<file path="config.mk">
export PLATFORM = sky130hd
export DESIGN_NAME = divide_issue_ctrl
export DESIGN_NICKNAME = d
export VERILOG_FILES = /design/src/rtl/divide_issue_ctrl.sv
export SDC_FILE = /design/constraint.sdc
export NUM_CORES = 1
export LEC_CHECK = 0
export CAP_MARGIN = 20
export CELL_PAD_IN_SITES_DETAIL_PLACEMENT = 1
export CELL_PAD_IN_SITES_GLOBAL_PLACEMENT = 2
export CORE_MARGIN = 4
export CORE_UTILIZATION = 24
export CTS_CLUSTER_SIZE = 16
export DETAILED_ROUTE_END_ITERATION = 10
export PLACE_DENSITY_LB_ADDON = 0.1
export SYNTH_ARGS = -nofsm -noshare
export SYNTH_HDL_FRONTEND = slang
export SYNTH_SLANG_ARGS = --single-unit
</file>
<file path="constraint.sdc">
create_clock -name CLK -period 2.23 [get_ports CLK]
set_input_delay 0.223 -clock CLK [delete_from_list [all_inputs] [get_ports CLK]]
set_output_delay 0.223 -clock CLK [all_outputs]
set_load 0.01 [all_outputs]
</file>
<file path="src/rtl/divide_issue_ctrl.sv">
// Issue/writeback sequencer between the decode pipeline and a multi-cycle divide unit.
// Latches one divide op, starts the unit, waits for its result and holds it for writeback.
module divide_issue_ctrl #(
    parameter int unsigned TIMEOUT = 64
) (
    input  logic        CLK,
    input  logic        nRST,
    // pipeline side
    input  logic        div_req,
    input  logic [31:0] op_a,
    input  logic [31:0] op_b,
    input  logic        op_rem,
    input  logic        op_signed,
    input  logic [4:0]  op_rd,
    input  logic        op_wen,
    input  logic        flush,
    output logic        div_ack,
    output logic        stall,
    // divide-unit side
    output logic [31:0] rs1_data,
    output logic [31:0] rs2_data,
    output logic        start_div,
    output logic        div_type,
    output logic        is_signed_div,
    output logic [4:0]  reg_rd,
    output logic        wen,
    input  logic [31:0] wdata_du,
    input  logic        busy_du,
    input  logic        done_du,
    input  logic [4:0]  reg_rd_du,
    input  logic        wen_du,
    // writeback side
    output logic        wb_valid,
    output logic [31:0] wb_data,
    output logic [4:0]  wb_rd,
    input  logic        wb_ack,
    output logic        err_timeout
);

    localparam int unsigned DATA_W = 32;
    localparam int unsigned REG_W  = 5;
    localparam int unsigned CNT_W  = 7;

    typedef struct packed {
        logic [DATA_W-1:0] a;
        logic [DATA_W-1:0] b;
        logic              rem;
        logic              sgn;
        logic [REG_W-1:0]  rd;
        logic              wen;
    } div_op_t;

    typedef enum logic [2:0] {
        IDLE  = 3'd0,
        START = 3'd1,
        WAIT  = 3'd2,
        HOLD  = 3'd3,
        DRAIN = 3'd4
    } state_t;

    state_t            state;
    state_t            state_nxt;
    div_op_t           op_q;
    logic [DATA_W-1:0] res_q;
    logic [REG_W-1:0]  res_rd_q;
    logic [CNT_W-1:0]  cnt_q;
    logic              accept_c;
    logic              cap_c;
    logic              err_set_c;
    logic              cnt_last_c;

    // Acceptance is gated by reset so no handshake completes while nRST is low
    assign accept_c   = (state == IDLE) & div_req & ~flush & ~busy_du & nRST;
    assign div_ack    = accept_c;
    assign cnt_last_c = (cnt_q == CNT_W'(TIMEOUT - 1));

    // State register
    always_ff @(posedge CLK or negedge nRST) begin
        if (!nRST) begin
            state <= IDLE;
        end else begin
            state <= state_nxt;
        end
    end

    // Next-state logic; in WAIT a flush outranks the timeout
    always_comb begin
        state_nxt = state;
        cap_c     = 1'b0;
        err_set_c = 1'b0;
        case (state)
            IDLE: begin
                if (accept_c) begin
                    state_nxt = START;
                end
            end
            START: begin
                state_nxt = flush ? DRAIN : WAIT;
            end
            WAIT: begin
                if (done_du) begin
                    if (flush) begin
                        state_nxt = IDLE;
                    end else begin
                        cap_c     = 1'b1;
                        state_nxt = (wen_du && (reg_rd_du != '0)) ? HOLD : IDLE;
                    end
                end else if (flush) begin
                    state_nxt = DRAIN;
                end else if (cnt_last_c) begin
                    err_set_c = 1'b1;
                    state_nxt = IDLE;
                end
            end
            HOLD: begin
                if (flush || wb_ack) begin
                    state_nxt = IDLE;
                end
            end
            DRAIN: begin
                if (done_du) begin
                    state_nxt = IDLE;
                end else if (cnt_last_c) begin
                    err_set_c = 1'b1;
                    state_nxt = IDLE;
                end
            end
            default: begin
                state_nxt = IDLE;
            end
        endcase
    end

    // Control outputs registered from the next state so they line up with the state they decode
    always_ff @(posedge CLK or negedge nRST) begin
        if (!nRST) begin
            start_div   <= 1'b0;
            stall       <= 1'b0;
            wb_valid    <= 1'b0;
            err_timeout <= 1'b0;
        end else begin
            start_div   <= (state_nxt == START);
            stall       <= (state_nxt != IDLE);
            wb_valid    <= (state_nxt == HOLD);
            err_timeout <= err_set_c;
        end
    end

    // Wait counter: cleared on entry to WAIT/DRAIN, counts while there
    always_ff @(posedge CLK or negedge nRST) begin
        if (!nRST) begin
            cnt_q <= '0;
        end else if ((state_nxt == WAIT) || (state_nxt == DRAIN)) begin
            if (state_nxt != state) begin
                cnt_q <= '0;
            end else begin
                cnt_q <= cnt_q + CNT_W'(1);
            end
        end
    end

    // Operand capture on acceptance; stays put for the whole operation
    always_ff @(posedge CLK or negedge nRST) begin
        if (!nRST) begin
            op_q <= '0;
        end else if (accept_c) begin
            op_q <= {op_a, op_b, op_rem, op_signed, op_rd, op_wen};
        end
    end

    // Result capture; only written in WAIT so it is stable throughout HOLD
    always_ff @(posedge CLK or negedge nRST) begin
        if (!nRST) begin
            res_q    <= '0;
            res_rd_q <= '0;
        end else if (cap_c) begin
            res_q    <= wdata_du;
            res_rd_q <= reg_rd_du;
        end
    end

    assign rs1_data      = op_q.a;
    assign rs2_data      = op_q.b;
    assign div_type      = op_q.rem;
    assign is_signed_div = op_q.sgn;
    assign reg_rd        = op_q.rd;
    assign wen           = op_q.wen;
    assign wb_data       = res_q;
    assign wb_rd         = res_rd_q;

endmodule

</file>
==> results by group <==
Global route
  – Grt total ovfl: 0
  – Total global-route track usage: between 10% and 20%
  – Vias in the first global route: 4,708
  – Maximum number of pins on one net before global-route repair: approximately 120
  – Initial antenna violation count: 0
  – First-pass GRT wire length: 25.9 mm

Layout
  – # nets final: 830
  – Layout overhead on the synthesized area: 68.1%
  – Ant. Diodes: 0
  – Leading cell types in the layout, fill and taps excluded: clkdlybuf4s50_1, nand2_1, dfrtp_1
  – Post-Route Utilization: 40.9%
  – Share of final-layout standard cells stronger than drive strength 1: around an eighth
  – Leading cell type in the layout, fill and taps excluded: clkdlybuf4s50_1

Die
  – Number of standard-cell rows in the floorplan: 52
  – Die area: 22,800 µm²
  – Top Ports: 231
  – Initial Util: 24.3%
  – Area of the core: 20,200 µm²
  – Die outline width: 151 µm
  – Y dimension of the die: roughly 150 µm

Clock tree
  – Clock buffers created by TritonCTS: 17
  – Number of clock sinks: 123
  – Cell at the root of the clock tree: clkbuf_16
  – Max H-tree Level: 4
  – CTS clock-pin slew for the worst setup and hold paths: 0.06 ns
  – Maximum root-to-sink buffer count: 2
  – Worst-skew pair later-pin latency: about 0.41 ns
  – Post-CTS setup buffers: 0
  – TritonCTS clock tree: done

Job
  – Total of max-cap violations: 0

Placement
  – Placer congestion estimate: 0.721
  – Worst setup timing slack at the placement stage: -0.184 ns
  – Half-perimeter wire length after detailed placement: approximately 12 mm
  – Port Buf Inserts: 230

Yosys
  – Yosys warning total: 0
  – Cell Area, Synth: 4910 µm²
  – Net Count, Synth: 593
  – Number of register bits inferred by synthesis: 123
  – Fraction of the yosys area taken by sequential cells: 62.7%
  – Cells after Synth: 475
  – Synth cell types: 37
  – Synth area leader: dfrtp_1
  – Average cell area after synthesis: 10.3 µm²
  – Top-area cell type share of the netlist area: 62.7%
  – Top cells by area in the synthesized netlist: dfrtp_1, nand2_1, mux2_2

Timing
  – Least setup slack across all paths after layout: 0.167 ns
  – Worst Tran Pin Value: 0.737 ns
  – Post-route clock period utilization: 92.5%
  – Tightest slew margin relative to the limit: 50.9%
  – Max Clock Freq: 485 MHz
  – Final Hold Fails: 0
  – Final Hold Slack: 0.340 ns
  – Post-layout min period: 2.06 ns
  – Number of max-slew violations in the final report: 0
  – RSZ-0062 raised after global routing: false
  – Final Skew: 0.00853 ns
  – Final setup violation count: 0

Power
  – Total Power: 7.94 mW
  – Max VDD drop: 500 µV
  – Power density relative to cell area: 962 nW/µm²
  – Leak Pwr: 3.87 nW

Drt
  – Total length of routed wires: between 15 and 20 mm
  – Number of nets with antenna violations after detailed routing: 0
  – Vias per cell: 4.26
  – TritonRoute pass-1 iters: 4
  – Via count: 4,236
  – DRC violations left: 0
  – Drt wl/cell: around 17 µm
  – Starting DRC count in detailed routing: 93

Critical path
  – Startpoint class of the critical path: flop
  – CP Max Fanout: 7
  – CP max-delay cell: dfrtp_1
  – Cell family with the largest share of critical-path delay: simple AND/OR/NAND/NOR gates
  – Slowest Stage Delay on Critical Path: 0.42 ns
  – Req. time, crit path: 2.54 ns
  – Critical path type: reg2reg
  – Cells along the critical path: ha_1 > nand3_1 > nor2_2 > a221oi_1 > and3_2 > a21oi_1 > o22ai_1
  – Critical path buffers and inverters: 0
  – Critical path data arrival time: 2.38 ns
  – Endpoint class of the critical path: flop

Outcome
  – Result of the run: finished clean

Min path
  – Min-delay worst type: in2reg
[cell usage after synthesis]
master and n:
nand2_1 227, dfrtp_1 123, mux2_2 37, buf_2 15
clkbuf_1 9, inv_1 8, a21oi_1 7, nand3_1 4
nor2_1 4, o22ai_1 4, and3_1 3, nand2b_1 3
o21ai_0 3, nand3b_1 2, nor3b_1 2, o21ai_1 2
or3_1 2, a221oi_1 1, a32o_2 1, a32oi_2 1
clkinv_1 1, ha_1 1, mux2i_1 1, nand2b_4 1
nand4_1 1, nor2b_1 1, nor3_1 1, nor4b_1 1
nor4b_2 1, nor4b_4 1, o211ai_1 1, o211ai_2 1
o211ai_4 1, o21a_1 1, o31a_1 1, o32ai_2 1
or4_1 1
[per-stage QoR]
stage | std cells | setup TNS, ns | area (µm²)
floorplan | 475 | 0 | 4910
global placement | 962 | -0.742 | 7570
detailed placement | 962 | -1.00 | 7570
CTS | 995 | 0 | 8250
global route | 995 | 0 | 8250
finish | 995 | 0 | 8250
[cell families (layout without fill, tap and decap cells)]
group / after synthesis / in the layout / synth area share (%)
buffers and inverters: 33 / 283 / 2.91
flip-flops: 123 / 123 / 62.7
adder cells (fa/ha/maj): 1 / 1 / 0.255
AND/OR/NAND/NOR: 255 / 255 / 21.5
multiplexers: 38 / 38 / 8.69
AO/OA/AOI/OAI: 25 / 25 / 3.98
[registers in the layout, summed over array words and instances (netlist names)]
name and flops:
wb_data 32, div_type 1, wen 1, cnt_q 7, rs2_data 32, start_div 1, state 3, stall 1
reg_rd 5, rs1_data 32, wb_valid 1, is_signed_div 1, err_timeout 1, wb_rd 5
[power by group]
part           switching (mW)  leakage (nW)  total, mW  internal [mW]
Clock                    1.05         0.324       3.10           2.05
Combinational           0.794          1.95       1.88           1.09
Sequential              0.268          1.59       2.95           2.68
[layout make-up]
| type | count | area [µm²] |
|---|---|---|
| multi-input combinational | 319 | 1710 |
| tap | 270 | 338 |
| clock buffer | 19 | 453 |
| timing repair buffer | 242 | 2430 |
| fill | 2249 | 11900 |
| sequential | 123 | 3080 |
| inverter | 9 | 33.8 |
| clock inverter | 13 | 211 |
[path summary, 6_finish.rpt]
check / start / endpoint / slack (ns) / cells past startpoint
max in group asynchronous: nRST / rs2_data[22] / 1.17 / 3
worst max-delay path: cnt_q[0] / cnt_q[5] / 0.17 / 7
worst max register to register: cnt_q[0] / cnt_q[5] / 0.17 / 7
worst min register to register: rs2_data[12] / rs2_data[12] / 0.47 / 2
min in group asynchronous: nRST / wb_data[25] / 0.46 / 3
worst min-delay path: op_a[17] / rs1_data[17] / 0.34 / 3
[per-layer routing]
layer / track usage, % / routed length [µm] / up-vias
met5: 0 / 0 / -
met4: 4.81 / 221 / 0
met3: 6.67 / 1640 / 15
met2: 24.6 / 8160 / 147
met1: 16.9 / 6640 / 2077
li1: - / - / 1997
[timing repair]
action | 4_1_cts | 5_1_grt
gates cloned | 0 | 0
hold buffers | 1 | 0
endpoints found under the setup margin | 1 | 7
endpoints found under the hold margin | 4 | 0
resized for setup | 2 | 3
[tightest hold or removal path: cells and delay by family]
family	cells	cell delay, ns
simple gates	2	0.09
buf+inv	1	0.39
Power figures use the tool's default switching activity.
